===== config.mk =====
export PLATFORM = sky130hd
export DESIGN_NAME = seg7_scan_reader_flat
export DESIGN_NICKNAME = d
export VERILOG_FILES = /design/src/rtl/seg7_scan_reader_if.sv /design/src/rtl/seg7_scan_reader.sv /design/src/flat_wrapper.sv
export SDC_FILE = /design/constraint.sdc
export NUM_CORES = 1
export LEC_CHECK = 0
export BUFFER_PORTS_ARGS = -buffer_cell sky130_fd_sc_hd__buf_2
export CAP_MARGIN = 20
export CORE_ASPECT_RATIO = 1.25
export CORE_MARGIN = 5
export CORE_UTILIZATION = 30
export CTS_CLUSTER_SIZE = 12
export DETAILED_ROUTE_END_ITERATION = 16
export GPL_ROUTABILITY_DRIVEN = 0
export PLACE_DENSITY_LB_ADDON = 0.05
export SETUP_SLACK_MARGIN = 0.05
export SLEW_MARGIN = 20
export SYNTH_ARGS = -nofsm -noshare
export SYNTH_HDL_FRONTEND = slang
export SYNTH_SLANG_ARGS = --single-unit

===== constraint.sdc =====
create_clock -name clk -period 2.3 [get_ports clk]
set_clock_uncertainty 0.05 [all_clocks]
set_input_delay 0.115 -clock clk [delete_from_list [all_inputs] [get_ports clk]]
set_output_delay 0.115 -clock clk [all_outputs]
set_load 0.02 [all_outputs]

===== src/rtl/seg7_scan_reader_if.sv =====
// Scanned 7-segment display bus: segment lines plus one-hot digit selects.
// The display driver is the master; readers observe as slave.
interface seg7_scan_reader_if #(
    parameter int NUM_DIGITS = 4
);
    logic [6:0]            seg_in;
    logic [NUM_DIGITS-1:0] dig_sel;

    modport master (output seg_in, output dig_sel);
    modport slave  (input  seg_in, input  dig_sel);
endinterface


===== src/rtl/seg7_scan_reader.sv =====
// Reads back a scanned common-cathode 7-segment display: debounces each digit's
// pattern, decodes it to hex and tracks per-digit validity and illegal patterns.
module seg7_scan_reader #(
    parameter int NUM_DIGITS    = 4,
    parameter int STABLE_CYCLES = 4
) (
    input  logic                                           clk,
    input  logic                                           rst,
    seg7_scan_reader_if.slave                              disp,
    input  logic                                           clr_err,
    output logic [4*NUM_DIGITS-1:0]                        hex_out,
    output logic [NUM_DIGITS-1:0]                          digit_valid,
    output logic                                           pattern_err,
    output logic                                           update,
    output logic [((NUM_DIGITS > 1) ? $clog2(NUM_DIGITS) : 1)-1:0] upd_idx
);

    localparam int SAMPLE_W = NUM_DIGITS + 7;
    localparam int IDX_W    = (NUM_DIGITS > 1) ? $clog2(NUM_DIGITS) : 1;
    localparam int CNT_W    = $clog2(STABLE_CYCLES + 1);
    localparam logic [CNT_W-1:0] CNT_MAX = CNT_W'(STABLE_CYCLES);
    localparam logic [CNT_W-1:0] CNT_ONE = CNT_W'(1);

    logic [SAMPLE_W-1:0]     sample_q, sample_d;
    logic [CNT_W-1:0]        cnt_q, cnt_d;
    logic                    hit_q, hit_d;
    logic [4*NUM_DIGITS-1:0] hex_q, hex_d;
    logic [NUM_DIGITS-1:0]   valid_q, valid_d;
    logic                    err_q, err_d;
    logic                    update_q, update_d;
    logic [IDX_W-1:0]        idx_q, idx_d;

    logic                    changed;
    logic [NUM_DIGITS-1:0]   held_sel;
    logic [6:0]              held_seg;
    logic                    sel_onehot;
    logic [IDX_W-1:0]        sel_idx;
    logic [4:0]              decoded;
    logic                    commit;

    // Inverse of the hex-to-7-segment table; bit 4 flags a legal pattern.
    function automatic logic [4:0] decode_seg(input logic [6:0] seg);
        logic [4:0] r;
        case (seg)
            7'h7E:   r = 5'h10;
            7'h30:   r = 5'h11;
            7'h6D:   r = 5'h12;
            7'h79:   r = 5'h13;
            7'h33:   r = 5'h14;
            7'h5B:   r = 5'h15;
            7'h5F:   r = 5'h16;
            7'h70:   r = 5'h17;
            7'h7F:   r = 5'h18;
            7'h7B:   r = 5'h19;
            7'h77:   r = 5'h1A;
            7'h1F:   r = 5'h1B;
            7'h4E:   r = 5'h1C;
            7'h3D:   r = 5'h1D;
            7'h4F:   r = 5'h1E;
            7'h47:   r = 5'h1F;
            default: r = 5'h00;
        endcase
        return r;
    endfunction

    // hit fires only on the edge where the run length first reaches the threshold.
    always_comb begin
        sample_d = {disp.dig_sel, disp.seg_in};
        changed  = (sample_d != sample_q);
        if (changed) begin
            cnt_d = CNT_ONE;
        end else if (cnt_q == CNT_MAX) begin
            cnt_d = cnt_q;
        end else begin
            cnt_d = cnt_q + CNT_ONE;
        end
        hit_d = (cnt_d == CNT_MAX) && (changed || (cnt_q != CNT_MAX));
    end

    always_comb begin
        held_sel   = sample_q[SAMPLE_W-1:7];
        held_seg   = sample_q[6:0];
        sel_onehot = (held_sel != '0) &&
                     ((held_sel & (held_sel - NUM_DIGITS'(1))) == '0);
        sel_idx    = '0;
        for (int i = 0; i < NUM_DIGITS; i++) begin
            if (held_sel[i]) begin
                sel_idx = IDX_W'(i);
            end
        end
        decoded = decode_seg(held_seg);
        commit  = hit_q && sel_onehot;
    end

    // A coincident illegal commit overrides clr_err.
    always_comb begin
        hex_d    = hex_q;
        valid_d  = valid_q;
        err_d    = err_q & ~clr_err;
        update_d = 1'b0;
        idx_d    = idx_q;
        if (commit) begin
            update_d = 1'b1;
            idx_d    = sel_idx;
            for (int i = 0; i < NUM_DIGITS; i++) begin
                if (held_sel[i]) begin
                    if (decoded[4]) begin
                        hex_d[4*i +: 4] = decoded[3:0];
                        valid_d[i]      = 1'b1;
                    end else begin
                        valid_d[i]      = 1'b0;
                    end
                end
            end
            if (!decoded[4]) begin
                err_d = 1'b1;
            end
        end
    end

    always_ff @(posedge clk) begin
        if (rst) begin
            sample_q <= '0;
            cnt_q    <= '0;
            hit_q    <= 1'b0;
            hex_q    <= '0;
            valid_q  <= '0;
            err_q    <= 1'b0;
            update_q <= 1'b0;
            idx_q    <= '0;
        end else begin
            sample_q <= sample_d;
            cnt_q    <= cnt_d;
            hit_q    <= hit_d;
            hex_q    <= hex_d;
            valid_q  <= valid_d;
            err_q    <= err_d;
            update_q <= update_d;
            idx_q    <= idx_d;
        end
    end

    assign hex_out     = hex_q;
    assign digit_valid = valid_q;
    assign pattern_err = err_q;
    assign update      = update_q;
    assign upd_idx     = idx_q;

endmodule


===== src/flat_wrapper.sv =====
// flat-port wrapper written by rule: the top's interface ports become plain ports
module seg7_scan_reader_flat 
#(
    parameter int NUM_DIGITS    = 4,
    parameter int STABLE_CYCLES = 4
)
  (clk, rst, clr_err, hex_out, digit_valid, pattern_err, update, upd_idx, disp_seg_in, disp_dig_sel);
  seg7_scan_reader_if #(.NUM_DIGITS(NUM_DIGITS)) disp_i ();
  input  logic clk;
  input  logic rst;
  input  logic clr_err;
  output logic [4*NUM_DIGITS-1:0] hex_out;
  output logic [NUM_DIGITS-1:0] digit_valid;
  output logic pattern_err;
  output logic update;
  output logic [((NUM_DIGITS > 1) ? $clog2(NUM_DIGITS) : 1)-1:0] upd_idx;
  input wire logic [$bits(disp_i.seg_in)-1:0] disp_seg_in;
  input wire logic [$bits(disp_i.dig_sel)-1:0] disp_dig_sel;
  assign disp_i.seg_in = disp_seg_in;
  assign disp_i.dig_sel = disp_dig_sel;
  seg7_scan_reader #(.NUM_DIGITS(NUM_DIGITS), .STABLE_CYCLES(STABLE_CYCLES)) u_core (.clk(clk), .rst(rst), .disp(disp_i), .clr_err(clr_err), .hex_out(hex_out), .digit_valid(digit_valid), .pattern_err(pattern_err), .update(update), .upd_idx(upd_idx));
endmodule

# Word level (Yosys, flattened, before mapping)
# Index checks and enable logic that the tools add are counted.
[totals] regBits=39 latch_bits=0 ramBits=0 romBits=0 input_bits=14 out_inout_bits=24 wordCells=63 memories=0
[op_classes] add_sub_neg=2 n_mul=0 div=0 magnitude_cmp=0 n_eq_ne=20 n_shift=0 n_mux=10 n_bitwise=3 n_reduce_logical=14
[op_table] op="$eq 7x7->1 const B" count=12
[op_table] op="$pmux 5 s16" count=1
[op_table] op="$eq 7x6->1 const B" count=3
[op_table] op="$reduce_and 3->1" count=4
[op_table] op="$ne 11x11->1" count=1
[op_table] op="$reduce_and 2->1" count=4
[op_table] op="$eq 7x5->1 const B" count=1
[op_table] op="$eq 3x3->1 const B" count=2
[op_table] op="$mux 3" count=2
[op_table] op="$mux 1" count=5
[op_table] op="$and 4x4->4" count=1
[op_table] op="$logic_not 4->1" count=1
[op_table] op="$mux 2" count=2
[op_table] op="$reduce_bool 4->1" count=1
[op_table] op="$sub 4x1->4 const B" count=1
[op_table] op="$add 3x1->3 const B" count=1
[op_table] op="$logic_and 1x1->1" count=3
[op_table] op="$ne 3x3->1 const B" count=1
[op_table] op="$and 1x1->1" count=1
[op_table] op="$logic_or 1x1->1" count=1
[op_table] op="$not 1->1" count=1

# Logic depth before layout (Yosys ltp)
# Gate-level depths: netlist of run 1.
[logic_depth] word_depth=6 mapped_depth=7

# Least setup slack after synthesis of run 1
# Ideal clock, no wire load.
[synth_path] path_kind="flip-flop to flip-flop" startpoint="register u_core.sample_q[2]" endpoint="register u_core.hex_q[12] (netlist: u_core.hex_out[12])" setup_ps=139 arrival_time_ps=1578 slack_ps=534 path_stages_with_launch=7 path_buffers=1 cell_sequence="dfxtp_1 -> or4b_4 -> a211oi_4 -> nor3_2 -> buf_2 -> nand4_1 -> a31oi_1"
[synth_via] elab_chain_cells=3
[synth_rtl] item="start: declaration" line="seg7_scan_reader.sv:24" rtl="logic [SAMPLE_W-1:0] sample_q, sample_d;"
[synth_rtl] item="start signal: assignment" line="seg7_scan_reader.sv:132" rtl="sample_q <= sample_d;"
[synth_rtl] item="$eq 7x7->1, or another cell as far along" line="seg7_scan_reader.sv:44" rtl="case (seg)"
[synth_rtl] item="$pmux 5 s16 (*)" line="seg7_scan_reader.sv:44"
[synth_rtl] item="$reduce_and 3->1 (no line)"
[synth_rtl] item="end signal: assignment" line="seg7_scan_reader.sv:126" rtl="hex_q <= '0;"
[synth_rtl] item="end signal: assignment" line="seg7_scan_reader.sv:135" rtl="hex_q <= hex_d;"
[synth_rtl] item="end: declaration" line="seg7_scan_reader.sv:27" rtl="logic [4*NUM_DIGITS-1:0] hex_q, hex_d;"
# Every way passes the cells marked *; elsewhere a longest branch is shown, timed or not.
# A chain may end at the register's enable or synchronous reset.

# Final worst setup path of run 1
[layout_path] startpoint="register u_core.sample_q[5]" endpoint="register u_core.hex_q[3] (netlist: u_core.hex_out[3])"
# Same word-level chain as after synthesis.

==> results of run 1 <==
[area by class of cell]
type,instances,share of cell area
multi-input cells,186,0.482
flip-flops and latches,39,0.314
repair buffers,48,0.110
well taps,90,0.0452
clock buffers,6,0.0291
inverters,10,0.0151
clock inverters,2,0.00502
[cell usage in the layout (no fill, tap or decap), types with 2 or more instances in the layout]
cell	count
and2_1	2
and3_1	2
dlygate4sd3_1	3
xnor2_1	13
or2_1	2
nor2_1	13
inv_1	10
buf_2	37
nand2b_1	4
o32ai_1	5
a21oi_1	6
dfxtp_1	38
nand2_1	25
ha_1	2
a211oi_2	4
buf_4	8
nor4_1	3
clkbuf_8	5
nand3b_1	3
o21ai_0	12
a31oi_1	14
nor3_1	4
or2_2	4
nor2b_1	14
or3_1	2
or3b_1	3
nand4_1	18
nand3_1	9
nor3b_1	2
[report_power, final]
part	total (µW)	internal, µW	switching, µW	leakage (µW)
Clock	463	212	251	0.0000412
Sequential	752	709	43.8	0.000320
Combinational	199	88.9	110	0.000549
[how the worst max path moves through the flow]
stage / from / end / slack [ns] / depth (start not counted)
after detailed placement: u_core.sample_q[5] / u_core.hex_out[10] / 0.23 / 6
after floorplan: u_core.sample_q[2] / u_core.hex_out[12] / 0.53 / 6
after global placement: u_core.sample_q[2] / u_core.hex_out[2] / 0.25 / 6
after global routing: u_core.sample_q[5] / u_core.hex_out[9] / 0.07 / 6
after CTS: u_core.sample_q[5] / u_core.hex_out[1] / 0.22 / 5
final: u_core.sample_q[5] / u_core.hex_out[3] / 0.20 / 5
[kinds of logic (layout without fill, tap and decap cells)]
logic type,Yosys count,count (layout),synth area share
XOR/XNOR,14,14,0.0585
AND/OR/NAND/NOR,115,115,0.309
buffers and inverters,27,66,0.0538
AO/OA/AOI/OAI,55,55,0.194
flip-flops,39,39,0.373
adder cells (fa/ha/maj),2,2,0.0119
[layer usage]
metal | vias to the layer above | GRT usage | part of all wire
met5 | - | 0 | 0
met4 | 0 | 0.0487 | 0.020
met3 | 9 | 0.0301 | 0.063
met2 | 60 | 0.235 | 0.48
met1 | 899 | 0.165 | 0.43
li1 | 989 | - | -
[what timing repair did]
action	in CTS	in global routing
hold buffers	2	1
endpoints found under the setup margin	0	1
endpoints found under the hold margin	2	1
gates resized for setup	0	1
[metrics by stage]
stage               hold WS, ns  worst slack [ns]  utilization  std cells
global placement          0.302             0.249        0.345        370
CTS                     0.00256             0.225        0.360        380
detailed placement        0.310             0.230        0.345        370
finish                  0.00907             0.201        0.362        381
floorplan                 0.193             0.534            -        252
global route             0.0189            0.0685        0.362        381
[registers in the layout, indices dropped and copies added (netlist names)]
register and count:
u_core.hex_out 16, u_core.sample_q 11, u_core.digit_valid 4, u_core.cnt_q 3, u_core.upd_idx 2, u_core.hit_q 1, u_core.pattern_err 1, u_core.update 1
==> impl_metrics.tcl, run 1 <==
set metrics [dict create \
    grt_pass1_wl_um 9380 \
    cp_max_fo 14 \
    nets 306 \
    worstSkewPairLatency_ns 0.29 \
    detail_route.iter0.violations 47 \
    avgSynthCellArea_um2 8.31 \
    rsz0062_at_grt "false" \
    portBuffers 37 \
    rr_startpoint "u_core.sample_q[5]" \
    grt_usage 0.135 \
    start_util 0.304 \
    worstSetupPathType "reg -> reg" \
    drtAntennaViolNets 0 \
    yosys.area.top_type "dfxtp_1" \
    synth_commonest_cells "dfxtp_1 (39), nand2_1 (25), nand4_1 (18)" \
    syn_area_um2 2090 \
    chipHeight_um 103 \
    path_cells "or4b_4, a211oi_4, nor3_2, a31oi_1, o32ai_1" \
    slew_viol_final 0 \
    yosysSeqAreaShare 0.373 \
    drive_gt1_frac 0.230 \
    r2r_slack_ns 0.20 \
    synthArstFlopShare 0 \
    worst_path_dominant_cell_family "simple AND/OR/NAND/NOR gates" \
    cts_sinks 39 \
    synth_most_common_cell "dfxtp_1" \
    synth-edff-count 0 \
    hp-class "in -> reg" \
    grt_overflow 0 \
    clock_path_buffers 2 \
    critPathBufInv 0 \
    min_to "u_core.sample_q[1]" \
    power_uw 1410 \
    die_w_um 84.7 \
    crit_path_max_incr_delay_ns 0.56 \
    worstRegToRegCells 5 \
    end_kind "register" \
    die_area_um2 8760 \
    status "completed" \
    required_ns 2.42 \
    reg2reg_to "u_core.hex_out[3]" \
    regArea_um2 782 \
    period_share 0.913 \
    max-cap-violations 0 \
    fillers 741 \
    firstDrtPassIters 4 \
    max_freq_ghz 0.476 \
    irDropWorstVdd_uv 238 \
    cts_tree "yes" \
    syn2layout_area_growth_pct 19.1 \
    grt_max_degree 21 \
    rows 34 \
    synth-seq-cells 39 \
    netlist_instances 252 \
    leakagePower_uw 0.000910 \
    post-cts-setup-buffers 0 \
    htree_levels 2 \
    diodes 0 \
    core_um2 6890 \
    ioPinCount 38 \
    synth_top_area_frac 0.373 \
    drc 0 \
    setup-tns-final_ns 0 \
    viasPerCell 5.14 \
    cts.root.buffer_cell "clkbuf_8" \
    yosysWarnings 0 \
    cp_slowest_cell "dfxtp_1" \
    relSlewSlack 0.530 \
    drt_wl_total_um 5730 \
    dpl-instance-area_um2 2380 \
    synth_ff_type "dfxtp_1" \
    multi_input_area_um2 1200 \
    tightest_slew_ns 0.693 \
    min_path_cells 2 \
    grt_pass1_vias 1889 \
    synth.distinct_cells 47 \
    syn_nets 268 \
    design_area_um2 2490 \
    min_from "disp_seg_in[1]" \
    antenna_found_initial 0 \
    cp.arrival_ns 2.22 \
    hold_violations 0 \
    finalSetupViolations 0 \
    synth.area.top_cells "dfxtp_1 (37%), xnor2_1 (5.4%), nand4_1 (5.4%), nand2_1 (4.5%), a31oi_1 (4.2%)" \
    avgRoutedWirePerCell_um 15.0 \
    worstSetupStartpointType "register" \
    period_needed_ns 2.10 \
    powerDensity_nw_per_um2 567 \
    cts_made_buffers 5 \
    clk_pin_slew_worst_paths_ns 0.08 \
    num_vias 1957 \
    dpl.hpwl_um 4350 \
]
Power figures use the tool's default switching activity.
==> run 2: changes to the inputs <==
--- a/config.mk
+++ b/config.mk
@@ -15,6 +15,7 @@
 export GPL_ROUTABILITY_DRIVEN = 0
 export PLACE_DENSITY_LB_ADDON = 0.05
 export SETUP_SLACK_MARGIN = 0.05
+export SKIP_CTS_REPAIR_TIMING = 1
 export SLEW_MARGIN = 20
 export SYNTH_ARGS = -nofsm -noshare
 export SYNTH_HDL_FRONTEND = slang
==> constraint.sdc (replaced) <==
create_clock -name clk -period 2.1 [get_ports clk]
set_clock_uncertainty 0.05 [all_clocks]
set_input_delay 0.105 -clock clk [delete_from_list [all_inputs] [get_ports clk]]
set_output_delay 0.105 -clock clk [all_outputs]
set_load 0.02 [all_outputs]
==> impl_metrics.tcl, run 2 (synthesized netlist as in run 1, its figures left out) <==
set metrics [dict create \
    detail_route.iter0.violations 72 \
    min_path_cells 2 \
    multi_input_area_um2 1200 \
    worstRegToRegCells 6 \
    hold_violations 3 \
    diodes 0 \
    num_vias 1954 \
    max-cap-violations 0 \
    cts_made_buffers 5 \
    max_freq_ghz 0.519 \
    final_cell_mix "buf_2 (37), dfxtp_1 (37), nand2_1 (25), nand4_1 (18)" \
    largest_reg_flops 16 \
    status "complete, but fails checks" \
    die_w_um 84.7 \
    rows 34 \
    die_area_um2 8760 \
    dpl.hpwl_um 4360 \
    regArea_um2 783 \
    chipHeight_um 103 \
    htree_levels 2 \
    antenna_found_initial 0 \
    slew_viol_final 0 \
    worstSkewPairLatency_ns 0.29 \
    grt_pass1_vias 1860 \
    rr_startpoint "u_core.sample_q[6]" \
    period_needed_ns 1.93 \
    power_uw 1680 \
    path_cells "buf_4, or4b_4, a211oi_4, nor3_2, a31oi_1, o32ai_1" \
    finalSetupViolations 0 \
    clk_pin_slew_worst_paths_ns 0.08 \
    hp-class "in -> reg" \
    drive_gt1_frac 0.247 \
    cp.arrival_ns 2.04 \
    worstSetupStartpointType "register" \
    cts_sinks 39 \
    cp_max_fo 9 \
    worstSetupPathType "reg -> reg" \
    irDropWorstVdd_uv 250 \
    end_kind "register" \
    drtAntennaViolNets 0 \
    relSlewSlack 0.505 \
    avgRoutedWirePerCell_um 15.0 \
    syn2layout_area_growth_pct 20.1 \
    grt_pass1_wl_um 9240 \
    cts.root.buffer_cell "clkbuf_8" \
    nets 306 \
    share_seq_of_total_power 0.488 \
    min_from "disp_dig_sel[0]" \
    viasPerCell 5.13 \
    drt_wl_total_um 5700 \
    grt_usage 0.135 \
    min_to "u_core.sample_q[7]" \
    intPower_uw 1230 \
    cts_tree "yes" \
    firstDrtPassIters 4 \
    crit_path_max_incr_delay_ns 0.50 \
    core_um2 6890 \
    ioPinCount 38 \
    powerDensity_nw_per_um2 668 \
    cp_slowest_cell "or4b_4" \
    rsz0062_at_grt "false" \
    hold_slack_ns -0.00444 \
    portBuffers 37 \
    grt_max_degree 24 \
    fillers 744 \
    required_ns 2.22 \
    drc 0 \
    r2r_slack_ns 0.17 \
    p_switching_uw 453 \
    clockPowerShare 0.381 \
    leakagePower_uw 0.000931 \
    start_util 0.304 \
    grt_overflow 0 \
    clock_path_buffers 2 \
    swShare 0.270 \
    p_comb_frac 0.131 \
    tightest_slew_ns 0.731 \
    reg2reg_to "u_core.hex_out[1]" \
    setup-tns-final_ns 0 \
    period_share 0.918 \
    violations "negative hold slack" \
]
[run 2: cell count changes in the layout (fill, tap and decap cells not counted)]
cell | previous run | this run
dfxtp_1 | 38 | 37
clkinvlp_4 | 1 | 0
dlygate4sd3_1 | 3 | 0
dfxtp_2 | 1 | 2
clkbuf_1 | 1 | 0
clkinv_4 | 0 | 1
buf_4 | 8 | 11
bufinv_16 | 0 | 1
[run 2: final cells by class]
type | instances | share of cell area
Clock buffer | 5 | 0.0274
Sequential cell | 39 | 0.311
Timing Repair Buffer | 48 | 0.106
Clock inverter | 3 | 0.0174
Multi-Input combinational cell | 186 | 0.478
Inverter | 10 | 0.0149
Tap cell | 90 | 0.0448
[run 2: worst max-delay path by stage]
stage,startpoint,to,depth (start not counted)
CTS,u_core.sample_q[5],u_core.hex_out[1],5
finish,u_core.sample_q[6],u_core.hex_out[1],6
global placement,u_core.sample_q[5],u_core.hex_out[2],5
detailed placement,u_core.sample_q[5],u_core.hex_out[3],5
global route,u_core.sample_q[4],u_core.hex_out[1],5
floorplan,u_core.sample_q[2],u_core.hex_out[12],6
[run 2: critical path, delay by kind of cell (launching register included)]
kind | cells | cell delay (ns)
AO/OA/AOI/OAI | 3 | 0.60
AND/OR/NAND/NOR | 2 | 0.59
flip-flops | 1 | 0.37
buffers and inverters | 1 | 0.19
[run 2: metrics by stage]
step                cell area [µm²]  setup slack (ns)  instances   util  hold slack, ns
finish                         2510             0.173        381  0.365        -0.00444
CTS                            2510             0.109        381  0.365         -0.0153
global placement               2400            0.0944        373  0.348           0.297
detailed placement             2400             0.110        373  0.348           0.299
floorplan                      2090             0.334        252      -           0.183
global route                   2510            0.0745        381  0.365         0.00328
[run 2: layer usage]
layer  wire length (µm)  up-vias  GRT usage
met2               2810       36      0.236
met1               2580      915      0.164
met3                242        6     0.0301
met4                 70        0     0.0438
met5                  0        -          0
li1                   -      997          -
[run 2: power groups by stage]
| stage | Sequential (µW) | Combinational, µW | Clock, µW |
|---|---|---|---|
| finish | 820 | 220 | 640 |
| global route | 828 | 242 | 693 |
| CTS | 820 | 223 | 667 |
| detailed placement | 838 | 222 | 0 |
| global placement | 837 | 222 | 0 |
| floorplan | 846 | 136 | 0 |
